### src/rtl/multicycle_control.sv
// rtl/multicycle_control.sv - Moore control FSM for a multicycle MIPS-style datapath
//
// Ports:
//   clk, reset              rising-edge clock, synchronous active-high reset
//   Opcode[5:0]             instruction bits [31:26] from the instruction register
//   MemReady                current memory access completes this cycle
//   PCWrite .. RegDst       single-bit datapath controls
//   ALUOp[1:0]              00 add, 01 sub, 10 decode funct
//   ALUSrcB[1:0]            00 reg B, 01 const 4, 10 sign-ext imm, 11 sign-ext imm << 2
//   PCSource[1:0]           00 ALU result, 01 ALUOut, 10 jump target
//   State[3:0]              current state code (debug)
//   IllegalOp               unsupported opcode seen in DECODE
module multicycle_control (
   input  logic       clk,
   input  logic       reset,
   input  logic [5:0] Opcode,
   input  logic       MemReady,
   output logic       PCWrite,
   output logic       PCWriteCond,
   output logic       IorD,
   output logic       MemRead,
   output logic       MemWrite,
   output logic       MemtoReg,
   output logic       IRWrite,
   output logic       ALUSrcA,
   output logic       RegWrite,
   output logic       RegDst,
   output logic [1:0] ALUOp,
   output logic [1:0] ALUSrcB,
   output logic [1:0] PCSource,
   output logic [3:0] State,
   output logic       IllegalOp
);

   typedef enum logic [3:0] {
      S_FETCH  = 4'd0,
      S_DECODE = 4'd1,
      S_MEMADR = 4'd2,
      S_MEMRD  = 4'd3,
      S_MEMWB  = 4'd4,
      S_MEMWR  = 4'd5,
      S_EXEC   = 4'd6,
      S_RWB    = 4'd7,
      S_BRANCH = 4'd8,
      S_JUMP   = 4'd9,
      S_ADDIEX = 4'd10,
      S_ADDIWB = 4'd11
   } state_t;

   localparam logic [5:0] OP_RTYPE = 6'd0;
   localparam logic [5:0] OP_J     = 6'd2;
   localparam logic [5:0] OP_BEQ   = 6'd4;
   localparam logic [5:0] OP_ADDI  = 6'd8;
   localparam logic [5:0] OP_LW    = 6'd35;
   localparam logic [5:0] OP_SW    = 6'd43;

   state_t state, next_state;

   always_ff @(posedge clk) begin
      if (reset)
         state <= S_FETCH;
      else
         state <= next_state;
   end

   assign State = state;

   always_comb begin
      next_state  = S_FETCH;
      PCWrite     = 1'b0;
      PCWriteCond = 1'b0;
      IorD        = 1'b0;
      MemRead     = 1'b0;
      MemWrite    = 1'b0;
      MemtoReg    = 1'b0;
      IRWrite     = 1'b0;
      ALUSrcA     = 1'b0;
      RegWrite    = 1'b0;
      RegDst      = 1'b0;
      ALUOp       = 2'b00;
      ALUSrcB     = 2'b00;
      PCSource    = 2'b00;
      IllegalOp   = 1'b0;

      if (reset) begin
         // Hold FETCH's non-strobe values so the datapath looks like an idle
         // fetch, but keep every write/read strobe quiet until reset drops.
         ALUSrcB = 2'b01;
      end else begin
         case (state)
            S_FETCH: begin
               MemRead = 1'b1;
               ALUSrcB = 2'b01;
               // IR and PC update only on the cycle the fetch actually completes.
               IRWrite = MemReady;
               PCWrite = MemReady;
               next_state = MemReady ? S_DECODE : S_FETCH;
            end
            S_DECODE: begin
               ALUSrcB = 2'b11;
               ALUOp   = 2'b00;
               case (Opcode)
                  OP_LW, OP_SW: next_state = S_MEMADR;
                  OP_RTYPE:     next_state = S_EXEC;
                  OP_BEQ:       next_state = S_BRANCH;
                  OP_J:         next_state = S_JUMP;
                  OP_ADDI:      next_state = S_ADDIEX;
                  default: begin
                     next_state = S_FETCH;
                     IllegalOp  = 1'b1;
                  end
               endcase
            end
            S_MEMADR: begin
               ALUSrcA = 1'b1;
               ALUSrcB = 2'b10;
               next_state = (Opcode == OP_LW) ? S_MEMRD : S_MEMWR;
            end
            S_MEMRD: begin
               MemRead = 1'b1;
               IorD    = 1'b1;
               next_state = MemReady ? S_MEMWB : S_MEMRD;
            end
            S_MEMWB: begin
               RegWrite = 1'b1;
               MemtoReg = 1'b1;
            end
            S_MEMWR: begin
               MemWrite = 1'b1;
               IorD     = 1'b1;
               next_state = MemReady ? S_FETCH : S_MEMWR;
            end
            S_EXEC: begin
               ALUSrcA = 1'b1;
               ALUOp   = 2'b10;
               next_state = S_RWB;
            end
            S_RWB: begin
               RegWrite = 1'b1;
               RegDst   = 1'b1;
            end
            S_BRANCH: begin
               ALUSrcA     = 1'b1;
               ALUOp       = 2'b01;
               PCWriteCond = 1'b1;
               PCSource    = 2'b01;
            end
            S_JUMP: begin
               PCWrite  = 1'b1;
               PCSource = 2'b10;
            end
            S_ADDIEX: begin
               ALUSrcA = 1'b1;
               ALUSrcB = 2'b10;
               next_state = S_ADDIWB;
            end
            S_ADDIWB: begin
               RegWrite = 1'b1;
            end
            // Codes 12-15 are unreachable in normal operation; recover to FETCH.
            default: next_state = S_FETCH;
         endcase
      end
   end

endmodule

### config.mk
export PLATFORM = sky130hd
export DESIGN_NAME = multicycle_control
export DESIGN_NICKNAME = d
export VERILOG_FILES = /design/src/rtl/multicycle_control.sv
export SDC_FILE = /design/constraint.sdc
export NUM_CORES = 1
export LEC_CHECK = 0
export ABC_AREA = 1
export BUFFER_PORTS_ARGS = -buffer_cell sky130_fd_sc_hd__buf_4
export CORE_MARGIN = 5
export CORE_UTILIZATION = 34
export CTS_CLUSTER_SIZE = 28
export DETAILED_ROUTE_END_ITERATION = 10
export SLEW_MARGIN = 5
export SYNTH_ARGS = -nofsm -noshare
export SYNTH_HDL_FRONTEND = slang
export SYNTH_SLANG_ARGS = --single-unit
### constraint.sdc
create_clock -name clk -period 1.2 [get_ports clk]
set_input_delay 0.06 -clock clk [delete_from_list [all_inputs] [get_ports clk]]
set_output_delay 0.06 -clock clk [all_outputs]
set_load 0.005 [all_outputs]
==> results.md <==
* Worst vdd ir at 0.435 mV
* Top cells by count, synth: 22 x nand2_1, 22 x nor2_1, 17 x inv_1
* Final nets at 148
* Power Dens Cells at 510 nW/um2
* Seq cells post-synth at 4
* Status: complete, but fails checks
* Placed insts at 147
* Worst-path clk slew at 40 ps
* CP max FO at 6
* Post-synth EDFFs at 0
* Wire per inst at 11.7 um
* Fin crit share at 109%
* CTS Hold Bufs at 0
* Reg2reg start: State[0]
* Avg Vias per Cell at 4.97
* Share of cells above drive strength 1 at 51.8%
* Final Worst Setup Slack at -111 ps
* Post-synth ARST share at 0%
* Vias post-DR at 761
* Post-synthesis xor/xnor area fraction at 0%
* Synth area leader: nand2_1
* Worst Setup SP: State[3]
* Top Family by Delay on Critical Path: flip-flops
* Core box area at 1470 um2
* DIE WIDTH at 48.8 um
* Max FFs per register at 4
* Crit. End Element: primary output
* First-pass DRT Iterations at 4
* Mapped Nets at 110
* Vias in the first global route at 652
* Hold depth at 2
* Clk sinks at 4
* Crit path depth at 5
* Htree depth at 1
* Drc violations at 0
* Final hold viol count at 0
* Cts bufs inserted at 3
* Hold_sp: reset
* Setup tns final at -966 ps
* Cell mode on critical path: inv_2
* Clock skew at 8.40 ps
* PortBufs at 29
* Synth Area in Compound Gates at 12.7%
* Critical path type: flop to primary output
* Ports at 30
* Dominant synthesized flop cell: dfxtp_1
* CP Buf/Inv Count at 3
* Post-Route WL at 1790 um
* Failing checks: negative setup slack
* CP required at 1140 ps
* Clock period minus worst slack at 1310 ps
* RSZ-0062 raised after global routing: yes
* Max-cap check violation count at 0
* Clock latency on the worst-skew pair at 250 ps
* Worst hold slack at 102 ps
* Post-synth top area share at 16.1%
* Sequential fraction of the synthesis area at 15.6%
* First-pass GRT wire length at 2820 um
* Simple-gate area share of the yosys netlist at 53.4%
* Largest net degree at the start of global routing at 14
* Synth cell types at 21
* Initial antenna violation count at 0
* Die ar. at 2390 um2
* Crit start category: flop
* Ant diodes at 0
* CTS tree: built
* WP data arrival at 1250 ps
* Slowest-stage cell, CP: dfxtp_4
* Routability cong. at 0.797
* Mapped cell area at 513 um2
* End of the worst hold path: State[0]
* CTS root buf: clkbuf_4
* Row cnt at 14
* Share of synthesized area spent on multiplexers at 0%
* Max Freq at 763 MHz
* Total GRT Usage at 14.9%
* Worst reg2reg endpoint: State[0]
* Main combinational cell family by area after synthesis: simple AND/OR/NAND/NOR gates
* Final ANT Viol Nets at 0
* Post-Syn Instances at 101
* Final Slew Violations at 0
* Rel. slew slack at 79.9%
* P&R area growth vs syn at 80.2%
* R2R setup slack at -10 ps
* Initial DRC count at 10
* # setup viols final at 14
* Leak pwr at 0.483 nW
* Syn. warnings at 0
* Synth area leaders: nand2_1 16%, nor2_1 16%, dfxtp_1 16%, inv_1 12%, nand3_1 11%
* Fin cells at 153
* Post-DP HPWL at 1320 um
* Post-synthesis adder-cell area fraction at 0%
* Initial core utilization at 34.9%
* Grt ovf at 0
* Worst path cell trace: inv_2 -> nor2_2 -> inv_2 -> a211oi_2 -> buf_4
* CTS Buffer Depth at 2
* Worst slew pin tran at 300 ps
* Path category of the worst min-delay check: input pin to flop
* R2R depth at 8
* Syn avg cell area at 5.08 um2
* Die H at 48.8 um
* CP max stage delay at 380 ps
[repair_timing]
action | in CTS | in global routing
setup buffers | 2 | 1
pin swaps | 2 | 4
gates resized for setup | 23 | 13
setup endpoints to repair | 16 | 19
[worst max-delay path by stage]
stage / end
after floorplan: PCSource[0]
after global placement: PCWriteCond
after global routing: PCWrite
final: ALUSrcA
after CTS: ALUSrcB[1]
after detailed placement: PCSource[0]
[kinds of logic (layout without fill, tap and decap cells)]
logic type,after synthesis,count (layout)
buffers and inverters,23,59
and+or+nand+nor,63,63
AOI/OAI and AO/OA,11,11
DFF,4,4
[worst register-to-register path: stages, from the launching register on]
cell and delay, ps:
dfxtp_4 370, inv_2 70, nor2_4 40, buf_4 130
buf_4 120, nand3_1 80, nand2_1 80, nor2_2 150
a21oi_2 70
[cell type report]
class	instances	area (um2)
Timing Repair Buffer	36	278
Tap cell	16	20.0
Clock buffer	3	22.5
Inverter	20	75.1
Multi-Input combinational cell	74	437
Sequential cell	4	92.6
Fill cell	160	547
[placed cells by master (no fill, tap or decap), drive strengths merged]
| master | instances |
|---|---|
| dfxtp | 4 |
| inv | 19 |
| nor2 | 25 |
| clkbuf | 3 |
| o21ai | 2 |
| nor4 | 2 |
| a22oi | 1 |
| nor3 | 1 |
| clkinv | 1 |
| a211oi | 1 |
| a21oi | 3 |
| nand2 | 23 |
| o22ai | 3 |
| a31oi | 1 |
| buf | 36 |
| nand3 | 11 |
| nand4 | 1 |
[stage by stage]
| stage | worst slack, ps | instance area, um2 | util, % | total power, W |
|---|---|---|---|---|
| 3_3_place_gp | -2.06 | 762 | 51.8 | 0.000264 |
| 5_1_grt | -191 | 925 | 62.8 | 0.000507 |
| 6_report | -111 | 925 | 62.8 | 0.000472 |
| 3_5_place_dp | -15.8 | 762 | 51.8 | 0.000264 |
| 4_1_cts | -103 | 876 | 59.5 | 0.000459 |
| 2_1_floorplan | 22.6 | 513 | - | 0.000201 |
[layer usage]
layer | vias to the layer above | share of wire, % | GRT usage, %
li1 | 389 | - | -
met4 | 0 | 2.5 | 9.42
met3 | 5 | 7.5 | 5.81
met2 | 26 | 51 | 26.3
met5 | - | 0 | 0
met1 | 341 | 39 | 14.2
[where the power goes]
group / switching, W / internal (W) / total [W] / leakage, nW
Sequential: 0.00000673 / 0.000132 / 0.000138 / 0.0352
Clock: 0.0000698 / 0.000113 / 0.000183 / 0.0138
Combinational: 0.0000778 / 0.0000729 / 0.000151 / 0.434
Total: 0.000154 / 0.000317 / 0.000472 / 0.483
No activity file was read; power rests on OpenSTA's default activity.
